==> src/rtl/lc3_decode_pkg.sv <==
// lc3_decode_pkg: shared opcode, control-field encodings and control word types for the decode stage
package lc3_decode_pkg;

    localparam int WORD_W = 16;

    typedef enum logic [3:0] {
        OP_BR   = 4'h0,
        OP_ADD  = 4'h1,
        OP_LD   = 4'h2,
        OP_ST   = 4'h3,
        OP_JSR  = 4'h4,
        OP_AND  = 4'h5,
        OP_LDR  = 4'h6,
        OP_STR  = 4'h7,
        OP_RTI  = 4'h8,
        OP_NOT  = 4'h9,
        OP_LDI  = 4'hA,
        OP_STI  = 4'hB,
        OP_JMP  = 4'hC,
        OP_RSV  = 4'hD,
        OP_LEA  = 4'hE,
        OP_TRAP = 4'hF
    } opcode_e;

    localparam logic [1:0] ALU_ADD = 2'b00;
    localparam logic [1:0] ALU_AND = 2'b01;
    localparam logic [1:0] ALU_NOT = 2'b10;

    localparam logic [1:0] PCS1_NONE = 2'b00;
    localparam logic [1:0] PCS1_OFF9 = 2'b01;
    localparam logic [1:0] PCS1_OFF6 = 2'b10;
    localparam logic [1:0] PCS1_ZERO = 2'b11;

    localparam logic [1:0] W_ALU = 2'b00;
    localparam logic [1:0] W_MEM = 2'b01;
    localparam logic [1:0] W_PC  = 2'b10;

    typedef struct packed {
        logic [1:0] alu_control;
        logic [1:0] pcselect1;
        logic       pcselect2;
        logic       op2select;
    } e_ctrl_t;

endpackage

==> src/rtl/lc3_decode_ctrl.sv <==
// lc3_decode_ctrl: combinational opcode lookup producing execute/writeback/memory controls
module lc3_decode_ctrl
    import lc3_decode_pkg::*;
(
    input  logic [WORD_W-1:0] instr,
    output e_ctrl_t           e_ctrl,
    output logic [1:0]        w_ctrl,
    output logic              mem_ctrl,
    output logic              illegal
);

    opcode_e op;
    e_ctrl_t pc_rel;

    assign op     = opcode_e'(instr[15:12]);
    assign pc_rel = '{alu_control: ALU_ADD, pcselect1: PCS1_OFF9, pcselect2: 1'b1, op2select: 1'b0};

    // Decode the opcode; unsupported opcodes leave every control field at zero
    always_comb begin
        e_ctrl   = '0;
        w_ctrl   = W_ALU;
        mem_ctrl = 1'b0;
        illegal  = 1'b0;
        case (op)
            OP_ADD: e_ctrl = '{alu_control: ALU_ADD, pcselect1: PCS1_NONE, pcselect2: 1'b0, op2select: ~instr[5]};
            OP_AND: e_ctrl = '{alu_control: ALU_AND, pcselect1: PCS1_NONE, pcselect2: 1'b0, op2select: ~instr[5]};
            OP_NOT: e_ctrl = '{alu_control: ALU_NOT, pcselect1: PCS1_NONE, pcselect2: 1'b0, op2select: 1'b0};
            OP_BR:  e_ctrl = pc_rel;
            OP_JMP: e_ctrl = '{alu_control: ALU_ADD, pcselect1: PCS1_ZERO, pcselect2: 1'b0, op2select: 1'b0};
            OP_LD: begin
                e_ctrl = pc_rel;
                w_ctrl = W_MEM;
            end
            OP_LDR: begin
                e_ctrl = '{alu_control: ALU_ADD, pcselect1: PCS1_OFF6, pcselect2: 1'b0, op2select: 1'b0};
                w_ctrl = W_MEM;
            end
            OP_LDI: begin
                e_ctrl   = pc_rel;
                w_ctrl   = W_MEM;
                mem_ctrl = 1'b1;
            end
            OP_LEA: begin
                e_ctrl = pc_rel;
                w_ctrl = W_PC;
            end
            OP_ST:  e_ctrl = pc_rel;
            OP_STR: e_ctrl = '{alu_control: ALU_ADD, pcselect1: PCS1_OFF6, pcselect2: 1'b0, op2select: 1'b0};
            OP_STI: begin
                e_ctrl   = pc_rel;
                mem_ctrl = 1'b1;
            end
            default: illegal = 1'b1;
        endcase
    end

endmodule

==> src/rtl/lc3_decode.sv <==
// lc3_decode: decode pipeline stage latching the instruction, next PC and its decoded controls
module lc3_decode
    import lc3_decode_pkg::*;
(
    input  logic              clock,
    input  logic              reset,
    input  logic              enable_decode,
    input  logic [WORD_W-1:0] dout,
    input  logic [WORD_W-1:0] npc_in,
    output logic [WORD_W-1:0] IR,
    output logic [WORD_W-1:0] npc_out,
    output logic [5:0]        E_Control,
    output logic [1:0]        W_Control,
    output logic              Mem_Control,
    output logic              illegal
);

    e_ctrl_t    e_next;
    logic [1:0] w_next;
    logic       mem_next;
    logic       ill_next;

    lc3_decode_ctrl u_ctrl (
        .instr    (dout),
        .e_ctrl   (e_next),
        .w_ctrl   (w_next),
        .mem_ctrl (mem_next),
        .illegal  (ill_next)
    );

    // Capture instruction and its freshly decoded controls when enabled, hold otherwise
    always_ff @(posedge clock or negedge reset) begin
        if (!reset) begin
            IR          <= '0;
            npc_out     <= '0;
            E_Control   <= '0;
            W_Control   <= '0;
            Mem_Control <= 1'b0;
            illegal     <= 1'b0;
        end else if (enable_decode) begin
            IR          <= dout;
            npc_out     <= npc_in;
            E_Control   <= e_next;
            W_Control   <= w_next;
            Mem_Control <= mem_next;
            illegal     <= ill_next;
        end
    end

endmodule

==> config.mk <==
export PLATFORM = sky130hd
export DESIGN_NAME = lc3_decode
export DESIGN_NICKNAME = d
export VERILOG_FILES = /design/src/rtl/lc3_decode_pkg.sv /design/src/rtl/lc3_decode_ctrl.sv /design/src/rtl/lc3_decode.sv
export SDC_FILE = /design/constraint.sdc
export NUM_CORES = 1
export LEC_CHECK = 0
export CORE_ASPECT_RATIO = 1.75
export CORE_UTILIZATION = 41
export CTS_CLUSTER_DIAMETER = 120
export DETAILED_ROUTE_END_ITERATION = 8
export GPL_TIMING_DRIVEN = 0
export HOLD_SLACK_MARGIN = 0.15
export PLACE_DENSITY = 0.81
export SLEW_MARGIN = 20
export SYNTH_ARGS = -nofsm -noshare
export SYNTH_HDL_FRONTEND = slang
export SYNTH_SLANG_ARGS = --single-unit
==> constraint.sdc <==
create_clock -name clock -period 0.9 [get_ports clock]
set_input_delay 0.135 -clock clock [delete_from_list [all_inputs] [get_ports clock]]
set_output_delay 0.135 -clock clock [all_outputs]
set_load 0.03 [all_outputs]
Word level (Yosys, flattened, before mapping)

Index checks and enable logic that the tools add are counted.

Equality and inequality tests: 11
Muxes and demuxes: 4
Bitwise operators: 1
Reduce and logical (&&, ||, !) cells: 6

Operators by type and width:

| operator                                                        | number |
|---|---|
| 6-bit case mux with 6 select lines                              | 1 |
| 4-bit == test, second input constant                            | 5 |
| 4-bit by 3-bit == test with 1-bit output, second input constant | 3 |
| 12-bit OR reduction                                             | 1 |
| 4-bit by 2-bit == test with 1-bit output, second input constant | 2 |
| 6-bit OR reduction                                              | 1 |
| 4-bit by 1-bit == test with 1-bit output, second input constant | 1 |
| 4-bit logical NOT                                               | 1 |
| 2-bit case mux with 2 select lines                              | 1 |
| 2-bit OR reduction                                              | 2 |
| 3-bit OR reduction                                              | 1 |
| 1-bit 2-to-1 mux                                                | 2 |
| 1-bit inverter                                                  | 1 |

Flip-flop bits (word level): 42
Input port bits: 35
Output and inout port bits: 42
Logic and storage cells: 28

Depth between registers and ports, before layout

Depth in word-level cells: 3
Mapped depth: 4
Depth with buffers taken out: 3

Hierarchy

A second synthesis with hierarchy kept.

Cells, all modules: 111
Area, all modules: 1920.6 sq um

By module, submodules not included:

| module          | times used | cells an instance | area each (sq um) |
|---|---|---|---|
| lc3_decode      | 1          | 89                | 1765.4 |
| lc3_decode_ctrl | 1          | 22                | 155.1 |

Least setup slack after synthesis

Ideal clock, no wire load.

Path kind: input to register
From: input enable_decode
To: register IR[0]
Arrival time: 0.822 ns
Setup slack: -0.046 ns
Cell stages on the path: 3
Buffers on the path: 2
Cell sequence: clkbuf_1 buf_2 mux2_2

RTL lines:

| item                 | RTL line         | RTL |
|---|---|---|
| from (decl)          | lc3_decode.sv:7  | `input logic enable_decode,` |
| to (signal assigned) | lc3_decode.sv:41 | `IR <= dout;` |
| to (decl)            | lc3_decode.sv:10 | `output logic [WORD_W-1:0] IR,` |

No word-level cell between the ends.

Worst setup path after layout

From: register E_Control[4]
To: output E_Control[4]

RTL lines:

| item                   | RTL line         | RTL |
|---|---|---|
| from (decl)            | lc3_decode.sv:12 | `output logic [5:0] E_Control,` |
| from (signal assigned) | lc3_decode.sv:43 | `E_Control <= e_next;` |

No word-level cell between the ends.

==> impl_metrics.csv <==
group,metric,value,unit
drt,wirelength,3.87,mm
synthesis,synth_edf_count,0,
global_routing,grt_antenna_before_repair,0,
sta,tightest_slew,350,ps
sta,fin_ws,-65.0,ps
sta,rsz0062_at_grt,"yes",
sta,skew,0,ps
worst_setup_path,required,760,ps
global_routing,grt_pass1_vias,1427,
clock_tree,cts-root-buf,"clkbuf_8",
die,die_area,4360,um2
place,dp_hpwl,2.90,mm
power_and_ir_drop,p_leak,1.25,nW
place,dpl_cell_area,2480,um2
power_and_ir_drop,intPower,3.33,mW
drt,wl_per_cell,14.6,um
cells_and_area,num-fill-cells,288,
sta,fmax,1040,MHz
power_and_ir_drop,total_power,4.67,mW
synthesis,ys_seq_area_share,62.7,%
clock_tree,htree_levels,2,
status,status,"complete, but fails checks",
global_routing,grt_max_degree,31,
clock_tree,clk_pin_slew,70,ps
cells_and_area,register_area,1050,um2
cells_and_area,multi_input_area,553,um2
power_and_ir_drop,seqPwrFrac,46.8,%
worst_setup_path,endpoint_kind,"primary output",
global_routing,grt_pass1_wl,6.29,mm
cells_and_area,layout-drive-gt1-share,46.8,%
worst_setup_path,worstPathMaxFanout,2,
die,core,3900,um2
clock_tree,cts_buffers,5,
synthesis,syn_area_per_cell,13.5,um2
worst_setup_path,startpoint_type,"flip-flop",
cells_and_area,final_cell_area,2750,um2
sta,final-hold-violation-count,0,
cells_and_area,final_nets,254,
worst_setup_path,max_stage_delay,400,ps
power_and_ir_drop,sw_frac_of_total,28.6,%
synthesis,synth_nets,159,
place,place_inst,246,
hold_path,hold_class,"in2reg",
drt,dr.max_layer_used,"met4",
drt,first_iter_violations,20,
die,die_x,50.3,um
sta,period_minus_slack,965,ps
sta,setup_tns,-2320,ps
job,cap_violations,0,
power_and_ir_drop,switching_power,1.33,mW
power_and_ir_drop,p_clk_share,25.0,%
place,dp_worst_setup_slack,-419,ps
drt,wl_met1,1.35,mm
die,fp.dieH,86.6,um
power_and_ir_drop,pwr-share-comb,28.2,%
sta,setup_viol,43,
sta,period_share,107,%
synthesis,ys.flop_type,"dfrtp_1",
clock_tree,cts.sinks,42,
clock_tree,clockBufferDepth,2,
sta,hold_slack,158,ps
synthesis,synth_top_area_cell,"dfrtp_1",
worst_setup_path,critPathTopFamily,"flip-flops",
drt,first_pass_iters,4,
cells_and_area,final_cells,266,
status,violations,"negative setup slack",
global_routing,overflow,0,
power_and_ir_drop,powerDensity,1700,nW/um2
sta,relSlewSlack,76.7,%
cells_and_area,syn_to_final_growth,63.9,%
worst_setup_path,crit_buf_inv,1,
synthesis,ys_ff_latch,42,
place,gp_congestion,0.789,
drt,vias_per_cell,4.86,
synthesis,synth_area_leaders,"dfrtp_1, mux2_2, inv_1",
place,io_buffers,73,
die,row_count,30,
clock_tree,cts_tree,"built",
sta,final_max_slew_viol_count,0,
cells_and_area,fin_util,70.3,%
clock_tree,clock_latency,280,ps
worst_setup_path,crit_path_top_delay_cell,"dfrtp_1",
worst_setup_path,path_cells,"buf_6",
drt,drc_errors,0,
synthesis,synth.top_cell.area_share,62.7,%
synthesis,syn_inst,124,
global_routing,grt_usage,19.4,%
drt,ant_nets,0,
drt,met2_length,2.19,mm
drt,route.vias.total,1293,
die,ios,77,
drt,wl_met3,200,um
worst_setup_path,cp.arrival,830,ps
power_and_ir_drop,peakVddDrop,1.49,mV
synthesis,ys_async_sr_fraction,100,%
die,start_util,42.9,%
cells_and_area,diodes,0,
worst_setup_path,critPathKind,"reg2out",
synthesis,synth_warnings,0,
synthesis,netlist-cell-type-count,25,
synthesis,syn-cell-area,1680,um2
[worst paths after layout]
path	from	endpoint	slack (ps)	depth (start not counted)
worst max-delay path	E_Control[4]	E_Control[4]	-60	1
worst min-delay path	dout[13]	Mem_Control	160	3
worst max register to register	npc_out[12]	npc_out[12]	0	2
worst min register to register	npc_out[8]	npc_out[8]	530	1
max in group asynchronous	reset	npc_out[12]	170	3
min in group asynchronous	reset	npc_out[5]	270	2
[cell families after synthesis]
kind of cell           share of synthesized area, %
multiplexers                                   21.5
buffers and inverters                          5.08
AO/OA/AOI/OAI                                  4.93
AND/OR/NAND/NOR                                5.75
flip-flops                                     62.7
[cells in the mapped netlist (2+ instances only)]
library cell,n
dfrtp_1,42
o22ai_1,2
inv_1,9
clkbuf_1,2
nor2_1,5
nand3_1,3
a21oi_1,3
nand2_1,3
buf_2,5
mux2_1,2
mux2_2,30
o21ai_0,5
[sequential cells by signal, summed over array words and instances (netlist names)]
name	cells
IR	16
npc_out	16
E_Control	6
W_Control	2
Mem_Control	1
illegal	1
[cell type report]
cell class / instances / share of cell area (%)
buffer: 9 / 2.10
clock buffer: 6 / 3.01
inverter: 9 / 1.23
multi-input combinational: 64 / 20.1
sequential: 42 / 38.3
tap: 48 / 2.19
timing repair buffer: 88 / 33.0
[routing by layer]
metal	vias up	global-route usage, %
li1	605	-
met1	633	20.5
met2	45	34.1
met3	10	4.56
met4	0	11.6
met5	-	0
[cells in the final DEF (no fill, tap or decap), types with 2 or more instances in the layout]
| master | netlist | routed |
|---|---|---|
| clkbuf_8 | 0 | 6 |
| a21oi_1 | 3 | 3 |
| mux2_1 | 2 | 2 |
| nor2_1 | 5 | 4 |
| mux2_2 | 30 | 29 |
| buf_4 | 1 | 11 |
| dlygate4sd3_1 | 0 | 2 |
| nand3_1 | 3 | 3 |
| dfrtp_1 | 42 | 42 |
| buf_6 | 1 | 45 |
| nand2_1 | 3 | 3 |
| buf_2 | 5 | 6 |
| o22ai_1 | 2 | 2 |
| clkbuf_1 | 2 | 2 |
| clkdlybuf4s50_1 | 0 | 28 |
| dlygate4sd2_1 | 0 | 2 |
| o21ai_0 | 5 | 5 |
| inv_1 | 9 | 9 |
[power groups by stage]
stage               logic [mW]  clock network [mW]  registers, mW
CTS                       1.29                1.21           2.19
detailed placement        1.20                   0           2.19
floorplan                0.253                   0           2.53
finish                    1.31                1.16           2.19
global route              1.39                1.29           2.21
global placement          1.17                   0           2.17
[repair_timing]
item | 4_1_cts | 5_1_grt
setup endpoints to repair | 50 | 45
hold endpoints to repair | 43 | 0
setup buffers | 5 | 6
cloned | 1 | 0
pin swaps | 1 | 0
gates resized for setup | 299 | 4
hold buffers | 2 | 0
No activity file was read; power rests on OpenSTA's default activity.
